$ cat config.mk
export PLATFORM = sky130hd
export DESIGN_NAME = rr_arbiter8
export DESIGN_NICKNAME = d
export VERILOG_FILES = /design/src/rtl/arb_pkg.sv /design/src/rtl/rr_pick8.sv /design/src/rtl/rr_arbiter8.sv
export SDC_FILE = /design/constraint.sdc
export NUM_CORES = 1
export LEC_CHECK = 0
export ABC_AREA = 1
export ABC_CLOCK_PERIOD_IN_PS = 6600
export BUFFER_PORTS_ARGS = -buffer_cell sky130_fd_sc_hd__buf_2
export CORE_MARGIN = 2
export CORE_UTILIZATION = 55
export DETAILED_ROUTE_END_ITERATION = 12
export PLACE_DENSITY = 0.76
export SLEW_MARGIN = 25
export SYNTH_ARGS = -nofsm -noshare
export SYNTH_HDL_FRONTEND = slang
export SYNTH_SLANG_ARGS = --single-unit
$ cat constraint.sdc
create_clock -name clk -period 6.6 [get_ports clk]
set_input_delay 1.98 -clock clk [delete_from_list [all_inputs] [get_ports clk]]
set_output_delay 1.98 -clock clk [all_outputs]
set_load 0.1 [all_outputs]
$ cat src/rtl/arb_pkg.sv
// Shared constants, FSM state type and index helper for the 8-way round-robin arbiter.
// TIMEOUT_CYC and HOLD_CNT_W only matter when ARB_TIMEOUT_EN is defined.
package arb_pkg;

    localparam int N_REQ       = 8;
    localparam int IDX_W       = 3;
    localparam int TIMEOUT_CYC = 16;
    localparam int HOLD_CNT_W  = $clog2(TIMEOUT_CYC) + 1;

    typedef enum logic {
        IDLE  = 1'b0,
        GRANT = 1'b1
    } arb_state_t;

    // Wraps 7 -> 0 through the natural 3-bit overflow.
    function automatic logic [IDX_W-1:0] next_idx(input logic [IDX_W-1:0] idx);
        return idx + 3'd1;
    endfunction

endpackage

$ cat src/rtl/rr_pick8.sv
// Combinational rotating-priority picker: first set bit of mask scanning start, start+1, ... mod 8.
module rr_pick8
    import arb_pkg::*;
(
    input  logic [N_REQ-1:0] mask,
    input  logic [IDX_W-1:0] start,
    output logic [IDX_W-1:0] idx,
    output logic             any
);

    logic [N_REQ-1:0] rot;
    logic [IDX_W-1:0] off;

    // Rotate right so that bit 'start' lands at position 0; for start=0 the left shift is 8 and yields 0.
    assign rot = (mask >> start) | (mask << (4'd8 - {1'b0, start}));

    always_comb begin
        off = '0;
        for (int i = N_REQ - 1; i >= 0; i--) begin
            if (rot[i]) off = IDX_W'(i);
        end
    end

    assign any = |mask;
    assign idx = start + off;

endmodule

$ cat src/rtl/rr_arbiter8.sv
// 8-requester round-robin arbiter with registered grant index; grant held until done or request drop.
// Optional forced release after TIMEOUT_CYC held cycles when ARB_TIMEOUT_EN is defined.
module rr_arbiter8
    import arb_pkg::*;
(
    input  logic             clk,
    input  logic             rst,
    input  logic [N_REQ-1:0] req,
    input  logic             done,
    output logic [IDX_W-1:0] gnt_idx,
    output logic             gnt_valid,
    output logic             busy,
    output logic             timeout
);

    arb_state_t       state, state_n;
    logic [IDX_W-1:0] ptr, ptr_n;
    logic [IDX_W-1:0] idx_n;
    logic             valid_n;
    logic             timeout_n;
    logic             new_grant;

    logic [N_REQ-1:0] owner_oh;
    logic             nat_rel;
    logic             force_rel;
    logic             rel;

    logic [N_REQ-1:0] pick_mask;
    logic [IDX_W-1:0] pick_start;
    logic [IDX_W-1:0] pick_idx;
    logic             pick_any;

    assign owner_oh = N_REQ'(1) << gnt_idx;
    assign nat_rel  = done | ~req[gnt_idx];

`ifdef ARB_TIMEOUT_EN
    logic [HOLD_CNT_W-1:0] hold_cnt;

    assign force_rel = (hold_cnt == HOLD_CNT_W'(TIMEOUT_CYC - 1)) & ~nat_rel;

    always_ff @(posedge clk or posedge rst) begin
        if (rst) begin
            hold_cnt <= '0;
        end else if (new_grant) begin
            hold_cnt <= '0;
        end else if (state == GRANT) begin
            hold_cnt <= hold_cnt + 1'b1;
        end
    end
`else
    assign force_rel = 1'b0;
`endif

    assign rel = (state == GRANT) & (nat_rel | force_rel);

    // One picker serves both paths; in GRANT the owner is masked so it cannot re-win on its own release.
    assign pick_mask  = (state == GRANT) ? (req & ~owner_oh) : req;
    assign pick_start = (state == GRANT) ? next_idx(gnt_idx) : ptr;

    rr_pick8 u_pick (
        .mask  (pick_mask),
        .start (pick_start),
        .idx   (pick_idx),
        .any   (pick_any)
    );

    always_comb begin
        state_n   = state;
        idx_n     = gnt_idx;
        valid_n   = gnt_valid;
        ptr_n     = ptr;
        timeout_n = 1'b0;
        new_grant = 1'b0;
        case (state)
            IDLE: begin
                if (pick_any) begin
                    idx_n     = pick_idx;
                    valid_n   = 1'b1;
                    state_n   = GRANT;
                    new_grant = 1'b1;
                end
            end
            GRANT: begin
                if (rel) begin
                    ptr_n     = next_idx(gnt_idx);
                    timeout_n = force_rel;
                    if (pick_any) begin
                        idx_n     = pick_idx;
                        new_grant = 1'b1;
                    end else begin
                        valid_n = 1'b0;
                        state_n = IDLE;
                    end
                end
            end
            default: begin
                state_n = IDLE;
                valid_n = 1'b0;
            end
        endcase
    end

    always_ff @(posedge clk or posedge rst) begin
        if (rst) begin
            state     <= IDLE;
            gnt_idx   <= '0;
            gnt_valid <= 1'b0;
            ptr       <= '0;
            timeout   <= 1'b0;
        end else begin
            state     <= state_n;
            gnt_idx   <= idx_n;
            gnt_valid <= valid_n;
            ptr       <= ptr_n;
            timeout   <= timeout_n;
        end
    end

    assign busy = (state == GRANT);

endmodule

==> flow_summary.json <==
{
  "cts_resized": 0,
  "r2r-start": "busy",
  "place_worst_setup_slack_ps": 2307,
  "layout.nets": 262,
  "setup_viol": 0,
  "cts_sinks": 8,
  "arrival_ps": 4220,
  "clockBufferDepth": 2,
  "fin_area_mm2": 0.001486,
  "layout-drive-gt1-share_pct": 21.67,
  "grt_pass1_vias": 1315,
  "max_slew.worst_pin.slew_ps": 747.2,
  "antenna_found_initial": 0,
  "regArea_um2": 200.2,
  "path_cells": "buf_2, nand2_1, nand2_1, nand2_1, o211ai_1, nand2_1, nand2_1, inv_1, nand2_1, nand2_1, nand2_1, nand2_1, a21oi_1, ha_1, inv_1, fa_1, xnor2_1, inv_1, nand3_1, nand3_1, nand2_1",
  "antenna_left": 0,
  "firstDrtPassIters": 4,
  "fmax_mhz": 248.0,
  "drt_iter0_markers": 33,
  "diodes": 0,
  "endpoint_kind": "flip-flop",
  "multi_input_area_mm2": 0.001076,
  "io_buffer_count": 15,
  "post_cts_buffers": 0,
  "status": "completed",
  "critPathBufInv": 4,
  "rows": 18,
  "timing.final.crit_period_ps": 4032,
  "critPathMaxStageDelay_ps": 370,
  "path_clk_slew_ps": 50,
  "grt_max_degree": 19,
  "yosys_register_bits": 8,
  "clk_latency_ps": 240,
  "root_buffer": "clkbuf_4",
  "synth.top_cells.by_area": "nand2_1 21%, dfrtp_1 14%, nand3_1 9.9%",
  "yosysTopAreaCell": "nand2_1",
  "syn_to_final_growth_pct": 4.762,
  "startpoint_type": "input port",
  "rsz0062_at_grt": "no",
  "crit_start": "req[3]",
  "pin_count": 17,
  "fin_ws_ps": 2568,
  "path_max_fanout": 3,
  "dieArea_mm2": 0.003002,
  "gp_congestion": 0.9024,
  "htree_levels": 1,
  "die_w_um": 54.79,
  "min_from": "ptr[1]",
  "drcViolationCount": 0,
  "cap_viol_max_count": 0,
  "wl_um": 3393,
  "grt_pass1_wl_um": 5809,
  "start_util_pct": 57.80,
  "syn_inst": 228,
  "synth_top_area_share_pct": 21.16,
  "fin_crit_sh_pct": 61.09,
  "dpl.hpwl_um": 2811,
  "hold_class": "reg -> reg",
  "num-fill-cells": 259,
  "fin_worst_skew_ps": 1.242,
  "vias": 1481,
  "worst_ep_required_time_ps": 6780,
  "core-area_mm2": 0.002455,
  "crit_family": "simple AND/OR/NAND/NOR gates",
  "synth_area_per_cell_um2": 6.223,
  "cpMostUsedCell": "nand2_1",
  "fin_hold_ws_ps": 524.4,
  "postCtsHoldBufs": 0,
  "synth_cell_type_count": 31,
  "slew_violations": 0,
  "grtUsageTotal_pct": 27.18,
  "routedWlPerCell_um": 12.57,
  "ys_seq_area_share_pct": 14.11,
  "setup_tns_ps": 0,
  "ys_warn_count": 0,
  "die-height_um": 54.79,
  "synth_nets": 248,
  "cts_made_buffers": 3,
  "overflow": 0,
  "vias_per_cell": 5.485,
  "critical_path_class": "in -> reg",
  "hold_viol_final": 0,
  "dpl_cell_area_mm2": 0.001464,
  "critPathSlowestCell": "fa_1",
  "syn-cell-area_mm2": 0.001419,
  "max_slew_margin_pct": 50.19,
  "tritoncts": "built"
}
[cell type report]
cell class | instances | share of cell area (%)
repair buffers | 15 | 5.050
inverters | 20 | 5.050
flip-flops and latches | 8 | 13.47
clock buffers | 3 | 1.515
well taps | 30 | 2.525
multi-input cells | 194 | 72.39
[stage by stage]
| step | utilization (%) | std cells |
|---|---|---|
| after floorplan | - | 228 |
| after global placement | 59.63 | 267 |
| after detailed placement | 59.63 | 267 |
| after CTS | 60.55 | 270 |
| after global routing | 60.55 | 270 |
| final | 60.55 | 270 |
[final timing paths]
kind,slack [ps],to,cells after the start
max,2570,gnt_idx[2],21
min,520,ptr[1],2
max reg2reg,2780,gnt_idx[2],22
min reg2reg,520,ptr[1],2
max in group asynchronous,4720,gnt_idx[0],2
min in group asynchronous,1660,ptr[2],2
[flip-flops by register name, summed over array words and instances, names as in the netlist]
| name | flops |
|---|---|
| busy | 1 |
| gnt_idx | 3 |
| gnt_valid | 1 |
| ptr | 3 |
[worst min-delay path, delay by kind of cell, from the launching register on]
family / cells / cell delay (ps)
AND/OR/NAND/NOR: 1 / 50
flip-flops: 1 / 360
AO/OA/AOI/OAI: 1 / 70
[synth_stat cells, drive strengths merged]
| cell type | instances |
|---|---|
| o21bai | 1 |
| fa | 1 |
| nand3b | 1 |
| conb | 1 |
| xnor2 | 1 |
| inv | 20 |
| dfrtp | 8 |
| a21oi | 4 |
| nand3 | 32 |
| nand2 | 97 |
| o211ai | 2 |
| buf | 6 |
| nor3 | 3 |
| ha | 8 |
| o221ai | 2 |
| xor2 | 2 |
| nand4 | 3 |
| o21ai | 18 |
| nor2 | 18 |
[cells by family after synthesis]
kind of cell             Yosys count  share of synthesized area (%)
buffers and inverters             26                          10.05
adder cells (fa/ha/maj)            9                          8.466
AND/OR/NAND/NOR                  154                          52.03
AO/OA/AOI/OAI                     27                          12.70
XOR/XNOR                           3                          2.381
flip-flops                         8                          14.11
other                              1                         0.2643
[routing by layer]
layer | part of all wire [%] | up-vias | GRT usage, %
li1 | - | 768 | -
met5 | 0 | - | 0
met3 | 2.7 | 4 | 1.913
met4 | 1.3 | 0 | 12.50
met1 | 49 | 678 | 35.51
met2 | 47 | 31 | 45.24
[cells in the final DEF, fill, tap and decap left out]
cell type	instances
o21ai_0	13
nor2_2	4
buf_2	15
nand3_1	28
xor2_1	1
o221ai_1	2
conb_1	1
o21bai_1	1
a21oi_1	4
nand2_4	5
clkbuf_4	3
nand2_2	12
nand4_1	3
nand2_1	80
inv_1	16
nand3_4	1
fa_1	1
o21ai_2	2
dfrtp_1	8
xor2_2	1
ha_1	8
nor2_1	14
o21ai_1	1
nand3_2	3
xnor2_1	1
inv_2	4
o211ai_1	2
o21ai_4	2
nand3b_1	1
nor3_1	3
Power is left out: the tool's default activity adds up to more than one toggle a clock period on the data nets, which glitch-free logic cannot reach.
